===== src/rtl/bilinear_downscale_scheduler.sv =====
`timescale 1ns/1ps
// Purpose: sequences one bilinear downscale frame: shares the source BRAM with the
//          config writer, fetches four neighbours per destination pixel, hands them
//          to the interpolator and writes the result to the destination BRAM.
// Latency: 5 fetch + 1 issue + interpolator latency + 1 write cycles per pixel.
// Backpressure: operands are held in ISSUE until ip_ready; no timeout in WAIT.
// Ports: clk/rst; cfg_we/cfg_addr/cfg_data + start_req in; busy/done/cfg_err status;
//        src_* source BRAM port; ip_* interpolator handshake; dst_* destination port.
module bilinear_downscale_scheduler #(
  parameter int SRC_W = 32,
  parameter int SRC_H = 32,
  parameter int DST_W = 16,
  parameter int DST_H = 16,
  parameter int FRAC  = 8
) (
  input  logic            clk,
  input  logic            rst,
  input  logic            cfg_we,
  input  logic [15:0]     cfg_addr,
  input  logic [7:0]      cfg_data,
  input  logic            start_req,
  output logic            busy,
  output logic            done,
  output logic            cfg_err,
  output logic            src_we,
  output logic [15:0]     src_addr,
  output logic [7:0]      src_wdata,
  input  logic [7:0]      src_rdata,
  output logic            ip_valid,
  input  logic            ip_ready,
  output logic [7:0]      ip_a,
  output logic [7:0]      ip_b,
  output logic [7:0]      ip_c,
  output logic [7:0]      ip_d,
  output logic [FRAC-1:0] ip_xw,
  output logic [FRAC-1:0] ip_yw,
  input  logic            ip_res_valid,
  input  logic [7:0]      ip_res,
  output logic            dst_we,
  output logic [15:0]     dst_addr,
  output logic [7:0]      dst_wdata
);

  localparam int CW     = 16 + FRAC;
  localparam int STEP_X = ((SRC_W - 1) << FRAC) / (DST_W - 1);
  localparam int STEP_Y = ((SRC_H - 1) << FRAC) / (DST_H - 1);

  typedef enum logic [3:0] {
    S_IDLE, S_F0, S_F1, S_F2, S_F3, S_F4, S_ISSUE, S_WAIT, S_WRITE, S_DONE
  } state_t;

  state_t state, state_nxt;

  logic [CW-1:0]   xs, ys;
  logic [15:0]     col, row;
  logic [7:0]      pa, pb, pc, pd, res_q;
  logic            err_q;
  logic [15:0]     xl, yl, xh, yh;
  logic [FRAC-1:0] xw, yw;
  logic [15:0]     fetch_x, fetch_y;
  logic            last_px;

  assign xl = xs[CW-1:FRAC];
  assign yl = ys[CW-1:FRAC];
  assign xw = xs[FRAC-1:0];
  assign yw = ys[FRAC-1:0];
  assign last_px = (row == 16'(DST_H - 1)) && (col == 16'(DST_W - 1));

  // Upper neighbour only steps when there is a fractional part, and never past the edge.
  always_comb begin
    xh = xl;
    yh = yl;
    if (xw != '0) xh = xl + 16'd1;
    if (yw != '0) yh = yl + 16'd1;
    if (xh > 16'(SRC_W - 1)) xh = 16'(SRC_W - 1);
    if (yh > 16'(SRC_H - 1)) yh = 16'(SRC_H - 1);
  end

  // F0..F3 put A, B, C, D on the address bus in that order.
  always_comb begin
    fetch_x = xl;
    fetch_y = yl;
    case (state)
      S_F1:    begin fetch_x = xh; fetch_y = yl; end
      S_F2:    begin fetch_x = xl; fetch_y = yh; end
      S_F3:    begin fetch_x = xh; fetch_y = yh; end
      default: begin fetch_x = xl; fetch_y = yl; end
    endcase
  end

  always_ff @(posedge clk) begin
    if (rst) state <= S_IDLE;
    else     state <= state_nxt;
  end

  always_comb begin
    state_nxt = state;
    busy      = 1'b1;
    done      = 1'b0;
    ip_valid  = 1'b0;
    dst_we    = 1'b0;
    src_we    = 1'b0;
    src_addr  = fetch_y * 16'(SRC_W) + fetch_x;
    src_wdata = 8'd0;
    case (state)
      S_IDLE, S_DONE: begin
        busy      = 1'b0;
        done      = (state == S_DONE);
        // Outside a frame the config writer owns the source port outright.
        src_we    = cfg_we;
        src_addr  = cfg_addr;
        src_wdata = cfg_data;
        if (start_req) state_nxt = S_F0;
      end
      S_F0:    state_nxt = S_F1;
      S_F1:    state_nxt = S_F2;
      S_F2:    state_nxt = S_F3;
      S_F3:    state_nxt = S_F4;
      S_F4:    state_nxt = S_ISSUE;
      S_ISSUE: begin
        ip_valid = 1'b1;
        if (ip_ready) state_nxt = S_WAIT;
      end
      S_WAIT:  if (ip_res_valid) state_nxt = S_WRITE;
      S_WRITE: begin
        dst_we    = 1'b1;
        state_nxt = last_px ? S_DONE : S_F0;
      end
      default: state_nxt = S_IDLE;
    endcase
  end

  always_ff @(posedge clk) begin
    if (rst) begin
      xs    <= '0;
      ys    <= '0;
      col   <= '0;
      row   <= '0;
      pa    <= '0;
      pb    <= '0;
      pc    <= '0;
      pd    <= '0;
      res_q <= '0;
      err_q <= 1'b0;
    end else begin
      case (state)
        S_IDLE, S_DONE: begin
          if (start_req) begin
            xs    <= '0;
            ys    <= '0;
            col   <= '0;
            row   <= '0;
            err_q <= 1'b0;
          end
        end
        // BRAM data lands one cycle after its address, hence the one-state skew.
        S_F1: pa <= src_rdata;
        S_F2: pb <= src_rdata;
        S_F3: pc <= src_rdata;
        S_F4: pd <= src_rdata;
        S_WAIT: if (ip_res_valid) res_q <= ip_res;
        S_WRITE: begin
          if (col == 16'(DST_W - 1)) begin
            col <= '0;
            xs  <= '0;
            row <= row + 16'd1;
            ys  <= ys + CW'(STEP_Y);
          end else begin
            col <= col + 16'd1;
            xs  <= xs + CW'(STEP_X);
          end
        end
        default: ;
      endcase
      if (busy && cfg_we) err_q <= 1'b1;
    end
  end

  assign cfg_err   = err_q;
  assign ip_a      = pa;
  assign ip_b      = pb;
  assign ip_c      = pc;
  assign ip_d      = pd;
  assign ip_xw     = xw;
  assign ip_yw     = yw;
  assign dst_addr  = row * 16'(DST_W) + col;
  assign dst_wdata = res_q;

endmodule


===== config.mk =====
export PLATFORM = sky130hd
export DESIGN_NAME = bilinear_downscale_scheduler
export DESIGN_NICKNAME = d
export VERILOG_FILES = /design/src/rtl/bilinear_downscale_scheduler.sv
export SDC_FILE = /design/constraint.sdc
export NUM_CORES = 1
export LEC_CHECK = 0
export ABC_AREA = 1
export BUFFER_PORTS_ARGS = -buffer_cell sky130_fd_sc_hd__buf_2
export CAP_MARGIN = 15
export CORE_MARGIN = 2
export CORE_UTILIZATION = 60
export CTS_CLUSTER_DIAMETER = 50
export DETAILED_ROUTE_END_ITERATION = 16
export PLACE_DENSITY = 0.91
export SETUP_SLACK_MARGIN = 0.3
export SLEW_MARGIN = 20
export SYNTH_ARGS = -nofsm -noshare
export SYNTH_HDL_FRONTEND = slang
export SYNTH_SLANG_ARGS = --single-unit
export TNS_END_PERCENT = 50

===== constraint.sdc =====
create_clock -name clk -period 5.7 [get_ports clk]
set_clock_uncertainty 0.05 [all_clocks]
set_input_delay 0.57 -clock clk [delete_from_list [all_inputs] [get_ports clk]]
set_output_delay 0.57 -clock clk [all_outputs]
set_load 0.05 [all_outputs]

# After elaboration in Yosys (flattened, before gate mapping)
# Index checks and enable logic that the tools add are counted.
[totals]
register_bits = 125
latch_bits = 0
ram_bits = 0
romBits = 0
input_bits = 46
out_inout_bits = 102
elab_cells = 83
memories = 0
[op_classes]
add_sub_neg = 8
n_mul = 0
div_mod_pow = 0
order_cmp = 2
eq_ne = 15
shift = 0
mux = 31
n_bitwise = 0
n_reduce_logical = 16
[ops]
columns = ["op", "n"]
rows = [
  ["2-to-1 mux 16 bit", 8],
  ["case mux 24 bit (2 select lines)", 2],
  ["2-to-1 mux 24 bit", 3],
  ["adder 16 x 1 -> 16 bit, second input constant", 4],
  ["case mux 16 bit (2 select lines)", 2],
  ["adder 24 x 10 -> 24 bit, second input constant", 2],
  ["case mux 4 bit (9 select lines)", 1],
  ["adder 16 bit", 2],
  ["equality test 16 x 4 -> 1 bit, second input constant", 2],
  ["> comparator 16 x 5 -> 1 bit, second input constant", 2],
  ["2-to-1 mux 11 bit", 2],
  ["equality test 4 x 3 -> 1 bit, second input constant", 4],
  ["2-to-1 mux 4 bit", 4],
  ["nonzero test 8 bit", 2],
  ["equality test 4 x 2 -> 1 bit, second input constant", 2],
  ["equality test 4 bit, second input constant", 2],
  ["2-to-1 mux 1 bit", 8],
  ["2-to-1 mux 8 bit", 1],
  ["!= test 2 bit, second input constant", 4],
  ["AND reduction 2 bit", 3],
  ["AND reduction 3 bit", 2],
  ["nonzero test 2 bit", 3],
  ["OR reduction 2 bit", 3],
  ["equality test 4 x 1 -> 1 bit, second input constant", 1],
  ["2 further kinds", 3],
]

# Logic depth before layout (Yosys ltp)
# Gate-level depths: netlist (run 1).
[logic_depth]
word_depth = 7
depth_mapped = 28
mapped_depth_nobuf = 28

# Least setup slack after synthesis (run 1)
# Ideal clock, no wire load.
[synth_path]
kind = "register to output"
from = "reg ys[8]"
to = "out src_addr[13]"
arrival_ps = 3824
t_required_ps = 5080
path_slack_ps = 1256
path_stages_with_launch = 25
path_buffers = 0
path_cell_list = "dfxtp_1 > ha_1 > inv_1 > nor2_1 > nand2_1 > nor2_1 > nand3_1 > nand4_1 > nor2_1 > nand2_1 > nand2_2 > o21ai_2 > ha_1 > inv_1 > fa_1 > inv_1 > nand3_1 > nand2_1 > nand2_1 > nand2_1 > a21oi_1 > nor2_1 > nor2_1 > xor2_1 > o21ai_0"
[synth_between]
elab_chain_len = 7
[synth_lines]
columns = ["element", "line", "text"]
rows = [
  ["from (decl)", "54", "logic [CW-1:0] xs, ys;"],
  ["from (signal assigned)", "167", "ys <= ys + CW'(STEP_Y);"],
  ["adder 16 x 1 -> 16 bit", "74", "if (yw != '0) yh = yl + 16'd1;"],
  ["2-to-1 mux 16 bit", "74", ""],
  ["> comparator 16 x 5 -> 1 bit", "76", "if (yh > 16'(SRC_H - 1)) yh = 16'(SRC_H - 1);"],
  ["2-to-1 mux 11 bit", "76", ""],
  ["2-to-1 mux 11 bit *", "83", "case (state)"],
  ["adder 16 bit *", "103", "src_addr = fetch_y * 16'(SRC_W) + fetch_x;"],
  ["2-to-1 mux 16 bit *", "105", "case (state)"],
  ["to (decl)", "26", "output logic [15:0] src_addr,"],
]
# Every way passes the cells marked *; elsewhere a longest branch is shown, timed or not.

# Final worst setup path (run 1)
[layout_path]
from = "reg state[0]"
to = "out src_addr[13]"
[layout_between]
elab_chain_len = 5
elab_cells_between_ends = 12
classes_between = "add/sub (1); eq/ne (4); mux (3); reduce/logical (4)"
[layout_lines]
columns = ["element", "line", "text"]
rows = [
  ["from (decl)", "52", "state_t state, state_nxt;"],
  ["from (signal assigned)", "93", "else state <= state_nxt;"],
  ["equality test 4 x 3 -> 1 bit / equality test 4 x 2 -> 1 bit (equally long branches)", "83", ""],
  ["OR reduction 2 bit (no line)", "--", ""],
  ["2-to-1 mux 11 bit / 2-to-1 mux 16 bit (equally long branches)", "83", ""],
  ["adder 16 bit", "103", ""],
  ["2-to-1 mux 16 bit *", "105", ""],
]
# Marks and branches as above.

==> qor.csv, run 1 <==
stage;metric;value;unit
global_routing;grt_pass1_vias;8714;
floorplan;coreArea;13900;um^2
placed_design;dpl.cell_count;1627;
hold_path;hp-class;primary input to flip-flop;
floorplan;dieArea;15300;um^2
floorplan;die_h;124;um
route;wirelength;25.0;mm
run;drv_cap;0;
timing;maxSlewViolCount;0;
clock_network;cts_tree;built;
clock_network;ctsHoldBuffers;0;
floorplan;initial_core_util;61.7;%
route;drt_iter0_drc;997;
timing;rsz0062_at_grt;no;
timing;holdWs;0.355;ns
layout;fillers;1181;
timing;finalHoldViolCount;0;
synthesis;synth_nets;1438;
global_routing;grtUsageTotal;33.2;%
floorplan;rows;43;
timing;max_slew.worst_pin.slew;0.996;ns
clock_network;cts-root-buf;clkbuf_16;
synthesis;yosysTopAreaCell;dfxtp_1;
layout;seqCellArea;2500;um^2
layout;antenna_cells;0;
timing;max_freq;0.208;GHz
route;drc;0;
floorplan;die_x;124;um
synthesis;synth_area_leaders;dfxtp_1 (29%), nand2_1 (13%), nor2_1 (10%);
clock_network;h-tree-depth;4;
timing;min_period;4.81;ns
global_routing;antenna_found_initial;0;
route;vias_per_cell;5.78;
synthesis;synth_most_common_cell;nand2_1;
route;firstDrtPassIters;6;
clock_network;path_clk_slew;0.06;ns
floorplan;io_pins;148;
synthesis;synth-seq-area-share;29.1;%
placed_design;port_buffers;147;
synthesis;syn_inst;1359;
power_and_ir_drop;vdd_ir_drop_max;0.461;mV
route;antenna_left;0;
synthesis;yosys.area.top_type_share;29.1;%
synthesis;synthTopCellsByCount;nand2_1 (289), nor2_1 (228), inv_1 (142);
clock_network;clock_latency;0.43;ns
global_routing;grt_max_degree;51;
timing;setup_viol;0;
clock_network;cts_resized;0;
setup_path;critPathArrivalTime;4.19;ns
setup_path;r2r-start;state[1]$_SDFFE_PP0P_;
route;via_count;9597;
setup_path;path_max_fanout;11;
layout;drive_gt1_share;16.0;%
global_routing;overflow;0;
synthesis;synth_edf_count;0;
timing;finalSetupTns;0;ns
timing;layout_setup_ws;0.890;ns
clock_network;cts.sinks;125;
setup_path;startpoint_type;flip-flop;
timing;maxSlewHeadroom;33.6;%
synthesis;synth_ff_type;dfxtp_1;
synthesis;ys_ff_latch;125;
timing;finalCritPeriodShare;84.4;%
layout;final_cells;1659;
synthesis;synth.distinct_cells;52;
layout;multi_input_area;5170;um^2
layout;layout.nets;1545;
synthesis;ys_async_sr_fraction;0;%
power_and_ir_drop;total_power;3450;uW
placed_design;place.gp.congestion;1.02;
placed_design;place_ws;1.46;ns
power_and_ir_drop;p_leak;0.00434;uW
setup_path;worstSetupPathType;flip-flop to primary output;
setup_path;endpoint_kind;primary output;
route;routedWlPerCell;15.0;um
clock_network;post_cts_buffers;0;
placed_design;post-dp-hpwl;17.8;mm
synthesis;yosysWarnings;0;
run_status;status;complete, no violations;
clock_network;cts_made_buffers;17;
clock_network;clock_path_buffers;2;
setup_path;cp-startpoint;state[0]$_SDFFE_PP0P_;
power_and_ir_drop;cellPowerDensity;351;nW/um^2
hold_path;hold_start;ip_res[5];
layout;area_delta_synth_final;14.2;%
setup_path;critPathRequiredTime;5.08;ns
synthesis;synth_area;8600;um^2
global_routing;grt_pass1_wl;40.9;mm
synthesis;syn_area_per_cell;6.33;um^2
-- kinds of logic after synthesis --
family / after synthesis / synth area share [%]
simple gates: 720 / 36.1
compound gates: 227 / 14.9
buf+inv: 214 / 10.8
flops: 125 / 29.1
xor+xnor: 40 / 4.08
fa+ha+maj: 33 / 4.98
-- layer usage --
layer / GRT usage [%] / wire length (um) / vias to the layer above
met5: 0 / 0 / -
met4: 12.0 / 603 / 0
met3: 8.24 / 2220 / 65
met2: 55.3 / 11800 / 477
met1: 41.5 / 10400 / 4419
li1: - / - / 4636
-- flip-flops by register name, summed over array words and instances (netlist names), 8 cells and up --
name	count
xs	24
ys	24
col	16
row	16
dst_wdata	8
ip_a	8
ip_b	8
ip_c	8
ip_d	8
-- cell usage in the layout (no fill, tap or decap), drive strengths merged, types with 31 or more instances in the layout --
| cell type | count |
|---|---|
| nor2 | 243 |
| xor2 | 33 |
| nand2 | 302 |
| a21oi | 92 |
| nor3 | 37 |
| inv | 159 |
| o21ai | 99 |
| buf | 149 |
| nand4 | 34 |
| ha | 31 |
| dfxtp | 125 |
| nand3 | 92 |
-- critical path, stage by stage (launching register included) --
cell	delay [ns]
dfxtp_1	0.39
inv_2	0.06
nand2_2	0.13
nor2_1	0.08
buf_4	0.18
nor2_1	0.46
inv_2	0.21
nand2_1	0.16
nor2_1	0.08
o21ai_2	0.14
ha_1	0.21
inv_1	0.07
fa_1	0.40
inv_1	0.09
nand3_1	0.07
nand2_1	0.10
nand2_1	0.07
nand2_1	0.06
a21oi_1	0.08
nor2_1	0.10
nor2_1	0.05
xor2_1	0.15
o21ai_0	0.13
buf_2	0.28
-- cell type report --
cell class,instances,share of cell area (%)
Clock buffer,17,4.33
Clock inverter,15,1.75
Inverter,153,5.85
Multi-Input combinational cell,1020,52.6
Sequential cell,125,25.5
Tap cell,180,2.29
Timing Repair Buffer,149,7.65
-- through the flow --
step | util, % | cell area, um^2
after floorplan | - | 8600
after global placement | 66.2 | 9220
after detailed placement | 66.2 | 9220
after CTS | 70.4 | 9820
after global routing | 70.4 | 9820
final | 70.4 | 9820
-- power breakdown --
part	internal, uW	leakage (uW)	total, uW	switching, uW
Clock	656	0.000286	1110	451
Combinational	265	0.00305	1360	1090
Sequential	934	0.00101	979	45.5
Total	1860	0.00434	3450	1590
-- path summary, 6_finish.rpt --
kind / endpoint / slack, ns / cells after the start
worst max-delay path: src_addr[13] / 0.89 / 23
worst min-delay path: dst_wdata[5]$_SDFFE_PP0P_ / 0.36 / 3
worst max register to register: ys[19]$_SDFFE_PP0P_ / 2.72 / 9
worst min register to register: dst_wdata[6]$_SDFFE_PP0P_ / 0.42 / 2
(Power assumes the default switching activity.)
==> inputs of run 2 (changes only) <==
--- a/config.mk
+++ b/config.mk
@@ -9,10 +9,10 @@
 export BUFFER_PORTS_ARGS = -buffer_cell sky130_fd_sc_hd__buf_2
 export CAP_MARGIN = 15
 export CORE_MARGIN = 2
-export CORE_UTILIZATION = 60
+export CORE_UTILIZATION = 52
 export CTS_CLUSTER_DIAMETER = 50
 export DETAILED_ROUTE_END_ITERATION = 16
-export PLACE_DENSITY = 0.91
+export PLACE_DENSITY = 0.84
 export SETUP_SLACK_MARGIN = 0.3
 export SLEW_MARGIN = 20
 export SYNTH_ARGS = -nofsm -noshare
==> constraint.sdc (replaced) <==
create_clock -name clk -period 4.4 [get_ports clk]
set_clock_uncertainty 0.05 [all_clocks]
set_input_delay 0.44 -clock clk [delete_from_list [all_inputs] [get_ports clk]]
set_output_delay 0.44 -clock clk [all_outputs]
set_load 0.05 [all_outputs]
==> run 2 against run 1 <==
  * Core utilization shrank 7.4 points
  * Sequential share of layout area decreased by 0.79 points
  * Cell count up 3.7%
  * Die area up 15%
  * Hold slack got worse by 0.12 ns
  * Combinational power up 38%
  * Critical endpoint unchanged
  * Largest cell class unchanged
  * Largest power group unchanged
==> qor.csv, run 2 (same netlist as run 1, synthesis figures left out) <==
stage;metric;value;unit;change
layout;layout.nets;1567;;was 1,545
floorplan;rows;47;;was 43
power_and_ir_drop;p_sw_share;46.5;%;was 46.2%
clock_network;ctsHoldBuffers;0;;unchanged
route;firstDrtPassIters;6;;unchanged
layout;top_regs;xs (24), ys (24);;unchanged
setup_path;cp_slowest_stage_delay;0.38;ns;was 0.46 ns
layout;fillers;1476;;was 1,181
clock_network;cts.sinks;125;;unchanged
clock_network;path_clk_slew;0.06;ns;about the same
route;antenna_left;0;;unchanged
power_and_ir_drop;total_switching_power;2110;uW;was 1590 uW
floorplan;io_pins;148;;unchanged
layout;stdcell_area;10300;um^2;was 9820 um^2
clock_network;clock_latency;0.43;ns;about the same
layout;mostFrequentLayoutCells;nand2_1 (281), nor2_1 (216), buf_2 (143);;was nand2_1 (289), nor2_1 (228), buf_2 (147)
setup_path;crit_top_cell;nand2_1;;was nor2_1
timing;finalHoldViolCount;0;;unchanged
floorplan;dieArea;17600;um^2;was 15,300 um^2
clock_network;h-tree-depth;4;;unchanged
hold_path;hp-class;primary input to flip-flop;;unchanged
setup_path;critPathRequiredTime;3.91;ns;was 5.08 ns
setup_path;endpoint_kind;primary output;;unchanged
layout;antenna_cells;0;;unchanged
timing;max_slew.worst_pin.slew;0.663;ns;was 0.996 ns
timing;setup_viol;0;;unchanged
clock_network;cts-root-buf;clkbuf_16;;unchanged
placed_design;post-dp-hpwl;17.9;mm;was 17.8 mm
clock_network;clock_path_buffers;2;;unchanged
setup_path;reg2reg_setup_slack;1.58;ns;was 2.72 ns
route;routedWlPerCell;15.0;um;about the same
power_and_ir_drop;cellPowerDensity;439;nW/um^2;was 351 nW/um^2
setup_path;r2r-end;row[8]$_SDFFE_PP0P_;;was ys[19]$_SDFFE_PP0P_
clock_network;cts_made_buffers;17;;unchanged
global_routing;overflow;0;;unchanged
setup_path;critPathArrivalTime;3.67;ns;was 4.19 ns
setup_path;startpoint_type;flip-flop;;unchanged
clock_network;cts_tree;built;;unchanged
floorplan;die_x;133;um;was 124 um
setup_path;r2r_cells;10;;was 9
setup_path;path_max_fanout;6;;was 11
placed_design;port_buffers;147;;unchanged
layout;seqCellArea;2550;um^2;was 2500 um^2
global_routing;antenna_found_initial;0;;unchanged
timing;finalCritPeriodShare;94.5;%;
layout;multi_input_area;5400;um^2;was 5170 um^2
power_and_ir_drop;total_power;4520;uW;was 3450 uW
route;vias_per_cell;5.60;;was 5.78
route;via_count;9639;;was 9,597
power_and_ir_drop;pwr-share-comb;41.5;%;was 39.5%
setup_path;crit_buf_inv;4;;was 6
timing;rsz0062_at_grt;yes;;was no
route;drc;0;;unchanged
timing;finalSetupTns;0;ns;unchanged
timing;max_freq;0.240;GHz;
run;drv_cap;0;;unchanged
floorplan;coreArea;16300;um^2;was 13,900 um^2
setup_path;cp-startpoint;ys[10]$_SDFFE_PP0P_;;was state[0]$_SDFFE_PP0P_
setup_path;worstSetupPathType;flip-flop to primary output;;unchanged
setup_path;path_depth;27;;was 23
setup_path;crit_path_end;src_addr[13];;unchanged
layout;final_common_cell;nand2_1;;unchanged
power_and_ir_drop;p_clk_share;30.5;%;was 32.1%
layout;area_delta_synth_final;19.9;%;was 14.2%
timing;min_period;4.16;ns;
placed_design;place.gp.congestion;0.961;;was 1.02
power_and_ir_drop;p_leak;0.00451;uW;was 0.00434 uW
route;drt_iter0_drc;976;;was 997
setup_path;cp_slowest_cell;dfxtp_4;;was nor2_1
floorplan;die_h;133;um;was 124 um
timing;maxSlewHeadroom;55.3;%;was 33.6%
floorplan;initial_core_util;52.6;%;was 61.7%
power_and_ir_drop;vdd_ir_drop_max;0.360;mV;was 0.461 mV
power_and_ir_drop;p_seq_share;28.0;%;was 28.4%
global_routing;grt_pass1_wl;41.0;mm;was 40.9 mm
setup_path;r2r-start;state[3]$_SDFFE_PP0P_;;was state[1]$_SDFFE_PP0P_
global_routing;grtUsageTotal;28.0;%;was 33.2%
setup_path;crit_family;simple AND/OR/NAND/NOR gates;;unchanged
placed_design;place_area;9320;um^2;was 9220 um^2
power_and_ir_drop;internal_power;2420;uW;was 1860 uW
route;wirelength;25.9;mm;was 25.0 mm
global_routing;grt_pass1_vias;8808;;was 8,714
layout;drive_gt1_share;21.4;%;was 16.0%
run_status;status;complete, no violations;;unchanged
global_routing;grt_max_degree;50;;was 51
timing;maxSlewViolCount;0;;unchanged
run 2: cell type report:
cell class / instances / area share, %
tap: 220 / 2.67
clock inverter: 14 / 1.31
timing repair buffer: 171 / 9.02
sequential: 125 / 24.7
multi-input combinational: 1020 / 52.4
clock buffer: 18 / 4.26
inverter: 153 / 5.64
run 2: timing repair:
item                       4_1_cts  5_1_grt
hold endpoints to repair         0        0
buffers inserted                 6       10
pin swaps                        8       26
setup endpoints to repair        8        8
resized for setup               49       48
run 2: how the worst min path moves through the flow:
stage / start / endpoint / slack [ns] / depth (start not counted)
after global placement: cfg_err$_SDFFE_PP0P_ / cfg_err$_SDFFE_PP0P_ / 0.39 / 1
after detailed placement: dst_wdata[4]$_SDFFE_PP0P_ / dst_wdata[4]$_SDFFE_PP0P_ / 0.40 / 2
after floorplan: xs[23]$_SDFFE_PP0P_ / xs[23]$_SDFFE_PP0P_ / 0.40 / 2
final: ip_res[2] / dst_wdata[2]$_SDFFE_PP0P_ / 0.23 / 3
after CTS: ip_res[7] / dst_wdata[7]$_SDFFE_PP0P_ / 0.22 / 3
after global routing: ip_res[7] / dst_wdata[7]$_SDFFE_PP0P_ / 0.24 / 3
run 2: worst reg2reg max path: cells and delay by family (launching register included):
family | cells | cell delay (ns)
compound gates | 2 | 0.74
buf+inv | 1 | 0.10
flops | 1 | 0.34
simple gates | 7 | 1.50
run 2: power by group through the flow:
stage / clock, uW / sequential, uW / combinational, uW
after floorplan: 0 / 1470 / 1210
after global placement: 0 / 1280 / 1770
after detailed placement: 0 / 1290 / 1770
after CTS: 1380 / 1270 / 1800
after global routing: 1430 / 1280 / 1990
final: 1380 / 1270 / 1880
run 2: per-layer routing:
metal	share of wire [%]	vias up	GRT usage (%)	wire length [um]
met5	0	-	0	0
met3	8.4	80	6.55	2160
li1	-	4683	-	-
met1	43	4371	36.0	11000
met2	46	505	46.2	12000
met4	2.8	0	9.68	720
run 2: through the flow:
step           worst slack [ns]  util (%)  std cells  hold slack (ns)
6_report                  0.241      63.1       1721            0.231
5_1_grt                  0.0401      63.1       1721            0.241
4_1_cts                   0.303      61.6       1711            0.222
3_5_place_dp              0.432      57.0       1673            0.402
3_3_place_gp              0.537      57.0       1673            0.393
2_1_floorplan             0.212         -       1359            0.403
